## src/rtl/ext_pkg.sv

```systemverilog
// ext_pkg: shared types and helpers for the extension stage.
// Mode encodings, width legality check and offset width helper.
package ext_pkg;

  typedef enum logic [2:0] {
    EXT_SIGN_IMM = 3'd0,
    EXT_ZERO_IMM = 3'd1,
    EXT_LUI      = 3'd2,
    EXT_LB       = 3'd3,
    EXT_LBU      = 3'd4,
    EXT_LH       = 3'd5,
    EXT_LHU      = 3'd6,
    EXT_WORD     = 3'd7
  } ext_mode_e;

  localparam int EXT_DATA_W_DEF = 32;
  localparam int EXT_LUI_SHIFT  = 16;

  // Only 32- and 64-bit datapaths are supported.
  function automatic bit data_w_ok(input int w);
    return (w == 32) || (w == 64);
  endfunction

  // Byte-offset width for a datapath of w bits.
  function automatic int off_w(input int w);
    return $clog2(w / 8);
  endfunction

endpackage

```

## src/rtl/ext_core.sv

```systemverilog
// ext_core: combinational immediate / load-data extender.
// Produces the extended result and the misalign flag.
module ext_core
  import ext_pkg::*;
#(
  parameter  int DATA_W = 32,
  parameter  int IMM_W  = 16,
  localparam int OFF_W  = off_w(DATA_W)
) (
  input  ext_mode_e         i_mode,
  input  logic [DATA_W-1:0] i_data,
  input  logic [OFF_W-1:0]  i_off,
  output logic [DATA_W-1:0] o_res,
  output logic              o_mis
);

  logic [IMM_W-1:0]  w_imm;
  logic [7:0]        w_byte;
  logic [15:0]       w_half;
  logic [31:0]       w_lui32;
  logic [DATA_W-1:0] w_lui;
  logic [OFF_W+2:0]  w_bidx;
  logic [OFF_W+2:0]  w_hidx;

  assign w_imm   = i_data[IMM_W-1:0];
  assign w_bidx  = {i_off, 3'b000};
  assign w_hidx  = {i_off[OFF_W-1:1], 4'b0000};
  assign w_byte  = i_data[w_bidx +: 8];
  assign w_half  = i_data[w_hidx +: 16];
  assign w_lui32 = 32'({w_imm, 16'h0000});
  // 64-bit lui sign-extends from bit 31
  assign w_lui   = DATA_W'($signed(w_lui32));

  // Mode decode: every encoding is defined
  always_comb begin
    o_res = '0;
    o_mis = 1'b0;
    case (i_mode)
      EXT_SIGN_IMM: o_res = {{(DATA_W-IMM_W){w_imm[IMM_W-1]}}, w_imm};
      EXT_ZERO_IMM: o_res = DATA_W'(w_imm);
      EXT_LUI:      o_res = w_lui;
      EXT_LB:       o_res = {{(DATA_W-8){w_byte[7]}}, w_byte};
      EXT_LBU:      o_res = DATA_W'(w_byte);
      EXT_LH: begin
        o_res = {{(DATA_W-16){w_half[15]}}, w_half};
        o_mis = i_off[0];
      end
      EXT_LHU: begin
        o_res = DATA_W'(w_half);
        o_mis = i_off[0];
      end
      EXT_WORD: begin
        o_res = i_data;
        o_mis = (i_off != '0);
      end
    endcase
  end

endmodule

```

## src/rtl/ext_pipe.sv

```systemverilog
// ext_pipe: registered extension stage with a 2-entry skid buffer.
// O is the output register, S absorbs one cycle of downstream stall.
module ext_pipe
  import ext_pkg::*;
#(
  parameter  int DATA_W = EXT_DATA_W_DEF,
  parameter  int IMM_W  = 16,
  parameter  int TAG_W  = 5,
  localparam int OFF_W  = off_w(DATA_W)
) (
  input  logic              clk,
  input  logic              reset,
  input  logic              flush,
  input  logic              in_valid,
  output logic              in_ready,
  input  logic [2:0]        in_mode,
  input  logic [DATA_W-1:0] in_data,
  input  logic [OFF_W-1:0]  in_offset,
  input  logic [TAG_W-1:0]  in_tag,
  output logic              out_valid,
  input  logic              out_ready,
  output logic [DATA_W-1:0] out_data,
  output logic [TAG_W-1:0]  out_tag,
  output logic              out_misalign
);

  if (!data_w_ok(DATA_W)) begin : g_bad_w
    $error("ext_pipe: DATA_W must be 32 or 64");
  end

  logic              r_o_valid;
  logic [DATA_W-1:0] r_o_data;
  logic [TAG_W-1:0]  r_o_tag;
  logic              r_o_mis;

  logic              r_s_valid;
  logic [DATA_W-1:0] r_s_data;
  logic [TAG_W-1:0]  r_s_tag;
  logic              r_s_mis;

  logic [DATA_W-1:0] w_res;
  logic              w_mis;
  logic              w_in_xfer;
  logic              w_o_load;
  logic              w_s_load;
  logic              w_s_drain;

  ext_core #(
    .DATA_W (DATA_W),
    .IMM_W  (IMM_W)
  ) u_core (
    .i_mode (ext_mode_e'(in_mode)),
    .i_data (in_data),
    .i_off  (in_offset),
    .o_res  (w_res),
    .o_mis  (w_mis)
  );

  assign in_ready  = !r_s_valid;
  assign w_in_xfer = in_valid && in_ready;
  assign w_o_load  = !r_o_valid || out_ready;
  assign w_s_drain = w_o_load && r_s_valid;
  assign w_s_load  = w_in_xfer && r_o_valid
                  && (!out_ready || r_s_valid);

  // Output register: takes S first, else the new input
  always_ff @(posedge clk or negedge reset) begin
    if (!reset) begin
      r_o_valid <= 1'b0;
      r_o_data  <= '0;
      r_o_tag   <= '0;
      r_o_mis   <= 1'b0;
    end else if (flush) begin
      r_o_valid <= 1'b0;
    end else if (w_o_load) begin
      if (r_s_valid) begin
        r_o_valid <= 1'b1;
        r_o_data  <= r_s_data;
        r_o_tag   <= r_s_tag;
        r_o_mis   <= r_s_mis;
      end else begin
        r_o_valid <= w_in_xfer;
        if (w_in_xfer) begin
          r_o_data <= w_res;
          r_o_tag  <= in_tag;
          r_o_mis  <= w_mis;
        end
      end
    end
  end

  // Skid register: catches an input when O cannot take it
  always_ff @(posedge clk or negedge reset) begin
    if (!reset) begin
      r_s_valid <= 1'b0;
      r_s_data  <= '0;
      r_s_tag   <= '0;
      r_s_mis   <= 1'b0;
    end else if (flush) begin
      r_s_valid <= 1'b0;
    end else begin
      r_s_valid <= w_s_load || (r_s_valid && !w_s_drain);
      if (w_s_load) begin
        r_s_data <= w_res;
        r_s_tag  <= in_tag;
        r_s_mis  <= w_mis;
      end
    end
  end

  assign out_valid    = r_o_valid;
  assign out_data     = r_o_data;
  assign out_tag      = r_o_tag;
  assign out_misalign = r_o_mis;

endmodule

```

## config.mk

```make
export PLATFORM = sky130hd
export DESIGN_NAME = ext_pipe
export DESIGN_NICKNAME = d
export VERILOG_FILES = /design/src/rtl/ext_pkg.sv /design/src/rtl/ext_core.sv /design/src/rtl/ext_pipe.sv
export SDC_FILE = /design/constraint.sdc
export NUM_CORES = 1
export LEC_CHECK = 0
export ABC_AREA = 1
export CAP_MARGIN = 20
export CORE_MARGIN = 5
export CORE_UTILIZATION = 53
export CTS_CLUSTER_DIAMETER = 60
export CTS_CLUSTER_SIZE = 12
export DETAILED_ROUTE_END_ITERATION = 8
export GPL_TIMING_DRIVEN = 0
export HOLD_SLACK_MARGIN = 0.06
export MAX_ROUTING_LAYER = met4
export PLACE_DENSITY = 0.81
export SYNTH_ARGS = -nofsm -noshare
export SYNTH_HDL_FRONTEND = slang
export SYNTH_SLANG_ARGS = --single-unit
```

## constraint.sdc

```tcl
create_clock -name clk -period 1.5 [get_ports clk]
set_input_delay 0.15 -clock clk [delete_from_list [all_inputs] [get_ports clk]]
set_output_delay 0.15 -clock clk [all_outputs]
set_load 0.05 [all_outputs]
```

**Yosys cells after proc, flatten, opt, wreduce, memory -nomap -nowiden**

Index checks and enable logic that the tools add are counted.

- Register bits after elaboration: 78
- Bits of input ports: 47
- Output and inout port bits: 40
- Logic and storage cells: 49

- Equal/unequal tests: 7
- Shifts and indexed selects: 2
- Mux-type cells: 12
- Bitwise logic cells: 1
- Reduce and logical (&&, ||, !) cells: 19

Operator list:

| kind | number |
|---|---|
| 32-bit case mux with 8 select lines | 1 |
| 32-bit two-way mux | 2 |
| 32-bit by 6-bit indexed part select with 16-bit output | 1 |
| 32-bit by 6-bit indexed part select with 8-bit output | 1 |
| 3-bit == test (second input constant) | 4 |
| 5-bit two-way mux | 2 |
| 3-bit by 2-bit == test with 1-bit output (second input constant) | 2 |
| 1-bit two-way mux | 6 |
| 2-bit nonzero test | 3 |
| 1-bit logical AND | 5 |
| 1-bit logical NOT | 4 |
| 3-bit by 1-bit == test with 1-bit output (second input constant) | 1 |
| 3-bit logical NOT | 1 |
| 1-bit logical OR | 3 |
| 3-bit AND reduction | 1 |
| 1-bit case mux with 2 select lines | 1 |
| 2-bit AND reduction | 1 |
| 2-bit OR reduction | 1 |
| 1-bit NOT | 1 |

**Longest topological paths before layout**

Gate-level depths: netlist of the first run.

- Word-level depth: 7
- Depth in mapped cells: 12
- Mapped depth without buffers: 11

**Cells and area by module**

Synthesis of the first run repeated with hierarchy kept, for this count alone.

- Cell total of the unflattened synthesis: 706
- Area, all modules: 4827.1 um^2

By module, submodules not included:

| module | instances | cells each | area an instance (um^2) | seq. area each (um^2) |
|---|---|---|---|---|
| ext_pipe | 1 | 468 | 3564.7 | 1951.9 |
| ext_core | 1 | 238 | 1262.5 | 0.0 |

**Worst setup path after synthesis of the first run**

Ideal clock, no wire load.

- Path kind: register -> register
- Start: reg r_o_valid, in the netlist out_valid
- End: reg r_s_data[15]
- Library setup time: 0.132 ns
- Data arrival time: 1.470 ns
- Data required time: 1.368 ns
- Path slack: -0.101 ns
- Cell stages (with the launch flop): 7
- Path buffers: 1
- Period minus slack after synthesis: 1.601 ns
- Cells stage by stage: dfrtp_1 -> inv_1 -> nor2_1 -> nand4_2 -> inv_2 -> clkbuf_1 -> o21ai_0

- Cells in the longest elaborated chain, start to end: 3

RTL lines:

| what | RTL line | text |
|---|---|---|
| start: declaration | ext_pipe.sv:31 | `logic r_o_valid;` |
| start signal: assignment | ext_pipe.sv:82 | `r_o_valid <= w_in_xfer;` |
| 1-bit logical AND | ext_pipe.sv:63 | `assign w_s_load = w_in_xfer && r_o_valid` |
| 1-bit logical AND | ext_pipe.sv:64 | `&& (!out_ready \|\| r_s_valid);` |
| 2-bit AND reduction (no line) | - |  |
| end signal: assignment | ext_pipe.sv:104 | `r_s_data <= w_res;` |
| end: declaration | ext_pipe.sv:37 | `logic [DATA_W-1:0] r_s_data;` |

Every way passes these cells.
A chain may end at the register's enable or synchronous reset.

**Worst setup path in the final report of the first run**

- Start: reg r_s_valid
- End: reg r_o_data[8], in the netlist out_data[8]

- Cells in the longest elaborated chain, start to end: 4
- Elaborated cells between the ends (all ways): 5
- Classes of those cells: 1 x mux; 4 x reduce/logical

RTL lines:

| what | RTL line | text |
|---|---|---|
| start: declaration | ext_pipe.sv:36 | `logic r_s_valid;` |
| start signal: assignment | ext_pipe.sv:102 | `r_s_valid <= w_s_load \|\| (r_s_valid && !w_s_drain);` |
| 1-bit logical NOT | ext_pipe.sv:59 | `assign in_ready = !r_s_valid;` |
| 1-bit logical AND | ext_pipe.sv:60 | `assign w_in_xfer = in_valid && in_ready;` |
| 2-bit nonzero test (no line) | - |  |
| 3-bit AND reduction (no line) | - |  |
| end signal: assignment | ext_pipe.sv:78 | `r_o_data <= r_s_data;` |
| end signal: assignment | ext_pipe.sv:84 | `r_o_data <= w_res;` |
| end: declaration | ext_pipe.sv:32 | `logic [DATA_W-1:0] r_o_data;` |

Several ways; a longest one is shown, not always the timed one.

==> impl_metrics.ini, run 1 <==
[run_status]
status = complete, no violations

[sta]
worst_slew_pin_slew_ns = 0.626
drv_slew = 0
setup_ws_ns = 0.0425
max_freq_mhz = 686
fin_worst_skew_ns = 0.00917
rsz0062_at_grt = no
fin_crit_ns = 1.46
slew_headroom = 0.583
hold_viol = 0
setup_viol = 0
holdWs_ns = 0.282
fin_setup_tns_ns = 0
finalCritPeriodShare = 0.972

[die]
die_area_mm2 = 0.0107
die_w_um = 103
initial_core_util = 0.538
core_mm2 = 0.00859
pin_count = 87
die_height_um = 103
rows = 34

[synth]
synthCells = 690
yosysWarnings = 0
synth_fp_nets = 737
syn_avg_cell_area_um2 = 6.70
yosys.area.top_type = dfrtp_1
synth_seq_cells = 78
synth_top_area_share = 0.422
ys_types = 24
synth_compound_area_frac = 0.0874
ys_seq_area_frac = 0.422
yosys.area_share.simple = 0.379
synth_top_family_by_area = simple AND/OR/NAND/NOR gates
synth_xor_area_frac = 0
synthMuxAreaShare = 0
synth_area_leaders = dfrtp_1 42%, nand2_1 23%, nand3_1 6.4%
syn_area_mm2 = 0.00462
yosys.area_share.adder = 0

[cells_and_area]
drive_above_1_share = 0.103
final-seq-area_mm2 = 0.00195
num_antenna_cells = 0
fill_cells = 741
utilization = 0.686
nets = 835
postLayoutCellArea_mm2 = 0.00589
syn_to_final_growth_pct = 27.4
final_common_cell = nand2_1
layout_common_cells = 284 x nand2_1, 77 x dfrtp_1, 66 x inv_1
multiInputGateArea_mm2 = 0.00218

[clock_network]
cts_tree = built
numCtsBuffers = 9
cts.sinks = 78
clk_latency_ns = 0.37
clock_path_buffers = 2
clkTransAtPathRegs_ns = 0.09
cts_root_buf = clkbuf_8
h-tree-depth = 3

[detailed_routing]
drc = 0
vias_per_cell = 5.50
firstDrtPassIters = 5
wl_per_cell_um = 17.1
wirelength_um = 15400
ant_nets = 0
routed-via-count = 4951
drt_iter0_markers = 352

[worst_setup_path]
r2r_slack_ns = 0.04
arrival_ns = 1.77
worst_r2r_path_depth = 7
crit_fanout = 10
worst_setup_path_start_kind = flip-flop
max_stage_delay_ns = 0.38
cp_cell_sequence = buf_6 -> inv_6 -> clkbuf_2 -> nor2_1 -> nor2_1 -> nand2_1 -> nand2_1
worstSetupEndpointType = flip-flop
critPathTopFamily = buffers and inverters
required_ns = 1.81
critical_path_class = reg2reg
rr_endpoint = out_data[8]$_DFFE_PN0P_
slowest_stage = dfrtp_1
timing.rr.start = r_s_valid$_DFF_PN0_
path_depth = 7
critPathBufInv = 3

[grt]
grt_max_degree = 44
grt_pass1_wl_um = 24200
grt_pass1_vias = 4785
grt.total_usage = 0.306
grt.overflow.total = 0
antenna_found_initial = 0

[run]
drv_cap = 0

[power_and_ir_drop]
power.density_mw_per_mm2 = 1110
p_leak_nw = 3.36
ir_worst_vdd_mv = 0.698

[placed_design]
place_ws_ns = -0.519
dp_hpwl_um = 11200
dpl_cell_area_mm2 = 0.00562
gp_congestion = 0.974
io_buffer_count = 84

[worst_hold_path]
hp-class = in2async
==> cell families after synthesis <==
kind of cell | Yosys count
simple gates | 422
buf+inv | 114
flops | 78
compound gates | 76
==> sequential cells by signal, indices dropped and copies added (netlist names) <==
| register | cells |
|---|---|
| out_tag | 5 |
| r_s_data | 32 |
| out_misalign | 1 |
| out_data | 32 |
| out_valid | 1 |
| r_s_tag | 5 |
| r_s_valid | 1 |
| r_s_mis | 1 |
==> power breakdown <==
part           switching [mW]  internal (mW)  total (mW)
Combinational            1.59          0.708        2.30
Sequential              0.204           2.57        2.77
Clock                   0.883          0.610        1.49
==> worst max path at each step <==
stage	slack, ns	from	end
floorplan	0.02	out_valid$_DFFE_PN0P_	r_s_data[15]$_DFFE_PN0P_
global placement	-2.62	reset	out_valid$_DFFE_PN0P_
detailed placement	-0.52	in_mode[0]	out_data[8]$_DFFE_PN0P_
CTS	-0.09	r_s_valid$_DFF_PN0_	in_ready
global route	0.00008	r_s_valid$_DFF_PN0_	in_ready
finish	0.04	r_s_valid$_DFF_PN0_	out_data[8]$_DFFE_PN0P_
==> Yosys cell counts <==
| library cell | instances |
|---|---|
| a31oi_1 | 7 |
| o21ai_2 | 1 |
| buf_4 | 8 |
| nor2_4 | 1 |
| a21oi_1 | 23 |
| buf_1 | 2 |
| inv_2 | 7 |
| clkinv_2 | 1 |
| nand4_1 | 18 |
| buf_6 | 5 |
| inv_1 | 67 |
| nor2_1 | 49 |
| nor2_2 | 1 |
| o21ai_4 | 1 |
| nand3_1 | 59 |
| buf_2 | 15 |
| o21ai_0 | 26 |
| dfrtp_1 | 78 |
| clkbuf_1 | 9 |
| nand2_1 | 285 |
| nand3_2 | 3 |
| nand2_2 | 5 |
| nand4_2 | 1 |
| o21ai_1 | 18 |
==> repair_timing <==
| item | 4_1_cts | 5_1_grt |
|---|---|---|
| gates resized for setup | 73 | 24 |
| pin swaps | 0 | 1 |
| endpoints found under the hold margin | 35 | 0 |
| endpoints found under the setup margin | 111 | 77 |
| buffers inserted | 1 | 0 |
| hold buffers | 1 | 0 |
==> layout make-up <==
cell class,instances,share of cell area
multi-input cells,498,0.371
well taps,108,0.0229
inverters,75,0.0499
flip-flops and latches,78,0.331
repair buffers,87,0.141
clock inverters,6,0.00786
plain buffers,39,0.0542
clock buffers,10,0.0217
==> worst register-to-register path, stage by stage (launching register included) <==
cell      delay [ns]
dfrtp_1         0.38
buf_6           0.15
inv_6           0.11
clkbuf_2        0.28
nor2_1          0.11
nor2_1          0.20
nand2_1         0.11
nand2_1         0.07
==> metrics by stage <==
stage               power (mW)  cells
detailed placement        5.19    883
CTS                       6.54    901
global placement          5.12    882
floorplan                 4.31    690
global route              6.91    901
finish                    6.56    901
==> routing by layer <==
layer | GRT usage | routed length, µm
met5 | - | 0
met4 | 0.112 | 549
met3 | 0.0604 | 1300
met2 | 0.487 | 7150
met1 | 0.387 | 6420
Power figures use the tool's default switching activity.
==> run 2, diff against run 1 <==
SLEW_MARGIN = 20   (was not set)
==> results of run 2 <==
The final DEF is identical to that of run 1; final timing and power are the same.
==> run 3, diff against run 2 <==
GPL_TIMING_DRIVEN = not set   (was 0)
TNS_END_PERCENT = 100   (was not set)
==> impl_metrics.ini, run 3 (synthesized netlist as in run 1, its figures left out) <==
[run_status]
status = complete, no violations

[worst_setup_path]
arrival_ns = 1.69
critPathTopFamily = simple AND/OR/NAND/NOR gates
critPathBufInv = 2
cpMostUsedCell = nand2_1
required_ns = 1.74
cp_cell_sequence = clkdlybuf4s50_1 -> buf_4 -> nand3_2 -> nand2_1 -> nor2_4 -> nand3_2 -> nand2_1 -> nand3_1 -> nand2_1 -> nand2_1
crit_fanout = 7
worst_r2r_path_depth = 8
max_stage_delay_ns = 0.45
slowest_stage = clkdlybuf4s50_1
worst_setup_path_start_kind = input port
critical_path_class = in2reg
worstSetupEndpointType = flip-flop
rr_endpoint = out_data[15]$_DFFE_PN0P_
timing.rr.start = out_valid$_DFFE_PN0P_
r2r_slack_ns = 0.13

[cells_and_area]
utilization = 0.692
final_common_cell = nand2_1
num_antenna_cells = 0
syn_to_final_growth_pct = 28.6
layout_common_cells = 284 x nand2_1, 77 x dfrtp_1, 66 x inv_1, 66 x buf_4, 59 x nand3_1
drive_above_1_share = 0.148
nets = 832

[sta]
fin_crit_ns = 1.45
holdWs_ns = 0.304
hold_viol = 0
drv_slew = 0
worst_slew_pin_slew_ns = 0.463
finalCritPeriodShare = 0.967
rsz0062_at_grt = no
setup_ws_ns = 0.0496
slew_headroom = 0.691
setup_viol = 0
fin_setup_tns_ns = 0
max_freq_mhz = 689
fin_worst_skew_ns = 0.0123

[die]
rows = 34
initial_core_util = 0.538
die_w_um = 103
die_height_um = 103
die_area_mm2 = 0.0107
pin_count = 87
core_mm2 = 0.00859

[detailed_routing]
vias_per_cell = 5.34
firstDrtPassIters = 5
ant_nets = 0
drc = 0
wirelength_um = 13000
wl_per_cell_um = 14.4
routed-via-count = 4798
drt_iter0_markers = 338

[worst_hold_path]
hp-class = in2async

[clock_network]
clkTransAtPathRegs_ns = 0.08
clock_path_buffers = 2
h-tree-depth = 3
numCtsBuffers = 9
cts_tree = built
clk_latency_ns = 0.36
cts.sinks = 78
cts_root_buf = clkbuf_8

[run]
drv_cap = 0

[power_and_ir_drop]
power.density_mw_per_mm2 = 1190
p_leak_nw = 3.38
ir_worst_vdd_mv = 0.670

[placed_design]
place_ws_ns = -0.396
gp_congestion = 0.955
dp_hpwl_um = 9100
io_buffer_count = 86

[grt]
grt_pass1_vias = 4413
grt_pass1_wl_um = 21200
grt.overflow.total = 0
grt.total_usage = 0.259
antenna_found_initial = 0
grt_max_degree = 79
-- run 3: changes by cell type in the layout (fill, tap and decap cells not counted), sizes merged --
cell | previous run | this run
clkinv | 4 | 2
clkinvlp | 2 | 1
clkdlybuf4s50 | 40 | 42
inv | 75 | 74
clkbuf | 20 | 11
buf | 33 | 77
clkdlybuf4s15 | 1 | 0
bufinv | 0 | 3
dlymetal6s2s | 1 | 3
dlygate4sd2 | 40 | 0
-- run 3: worst register-to-register path: cells and delay by family, from the launching register on --
kind,cells,cell delay [ns]
DFF,1,0.37
buffers and inverters,3,0.36
and+or+nand+nor,4,0.45
AOI/OAI and AO/OA,1,0.10
-- run 3: worst max-delay path by stage --
stage | start | to | slack (ns) | depth (start not counted)
finish | in_mode[2] | out_data[0]$_DFFE_PN0P_ | 0.05 | 10
global route | in_mode[2] | out_data[27]$_DFFE_PN0P_ | 0.02 | 10
CTS | r_s_valid$_DFF_PN0_ | in_ready | 0.02 | 3
detailed placement | in_mode[0] | out_data[8]$_DFFE_PN0P_ | -0.40 | 10
global placement | in_mode[0] | out_data[8]$_DFFE_PN0P_ | -0.32 | 10
floorplan | out_valid$_DFFE_PN0P_ | r_s_data[15]$_DFFE_PN0P_ | 0.02 | 6
-- run 3: per-layer routing --
layer  GRT usage  vias up  routed length (µm)
met3      0.0469       33                1000
met2       0.411      184                6110
met1       0.336     2233                5540
li1            -     2348                   -
met5           -        -                   0
met4      0.0867        0                 310
-- run 3: area by class of cell --
cell class | count | area (µm²)
Clock buffer | 11 | 141
Clock inverter | 5 | 106
Fill cell | 755 | 2650
Inverter | 75 | 283
Multi-Input combinational cell | 498 | 2160
Sequential cell | 78 | 1950
Tap cell | 108 | 135
Timing Repair Buffer | 123 | 1170
-- run 3: what timing repair did --
item,CTS,global route
endpoints found under the setup margin,3,54
gates resized for setup,2,5
pin swaps,0,0
buffers inserted,0,0
hold buffers,1,0
endpoints found under the hold margin,78,0
-- run 3: metrics by stage --
stage | std cells | area, µm² | power (mW)
6_report | 898 | 5950 | 7.09
5_1_grt | 898 | 5950 | 7.45
4_1_cts | 898 | 5930 | 7.12
3_5_place_dp | 881 | 5670 | 5.14
3_3_place_gp | 881 | 5670 | 5.07
2_1_floorplan | 690 | 4630 | 4.31
-- run 3: report_power, final --
group	switching, mW	internal [mW]
sequential	0.213	2.57
clock	0.830	1.16
combinational	1.53	0.791
total	2.58	4.52
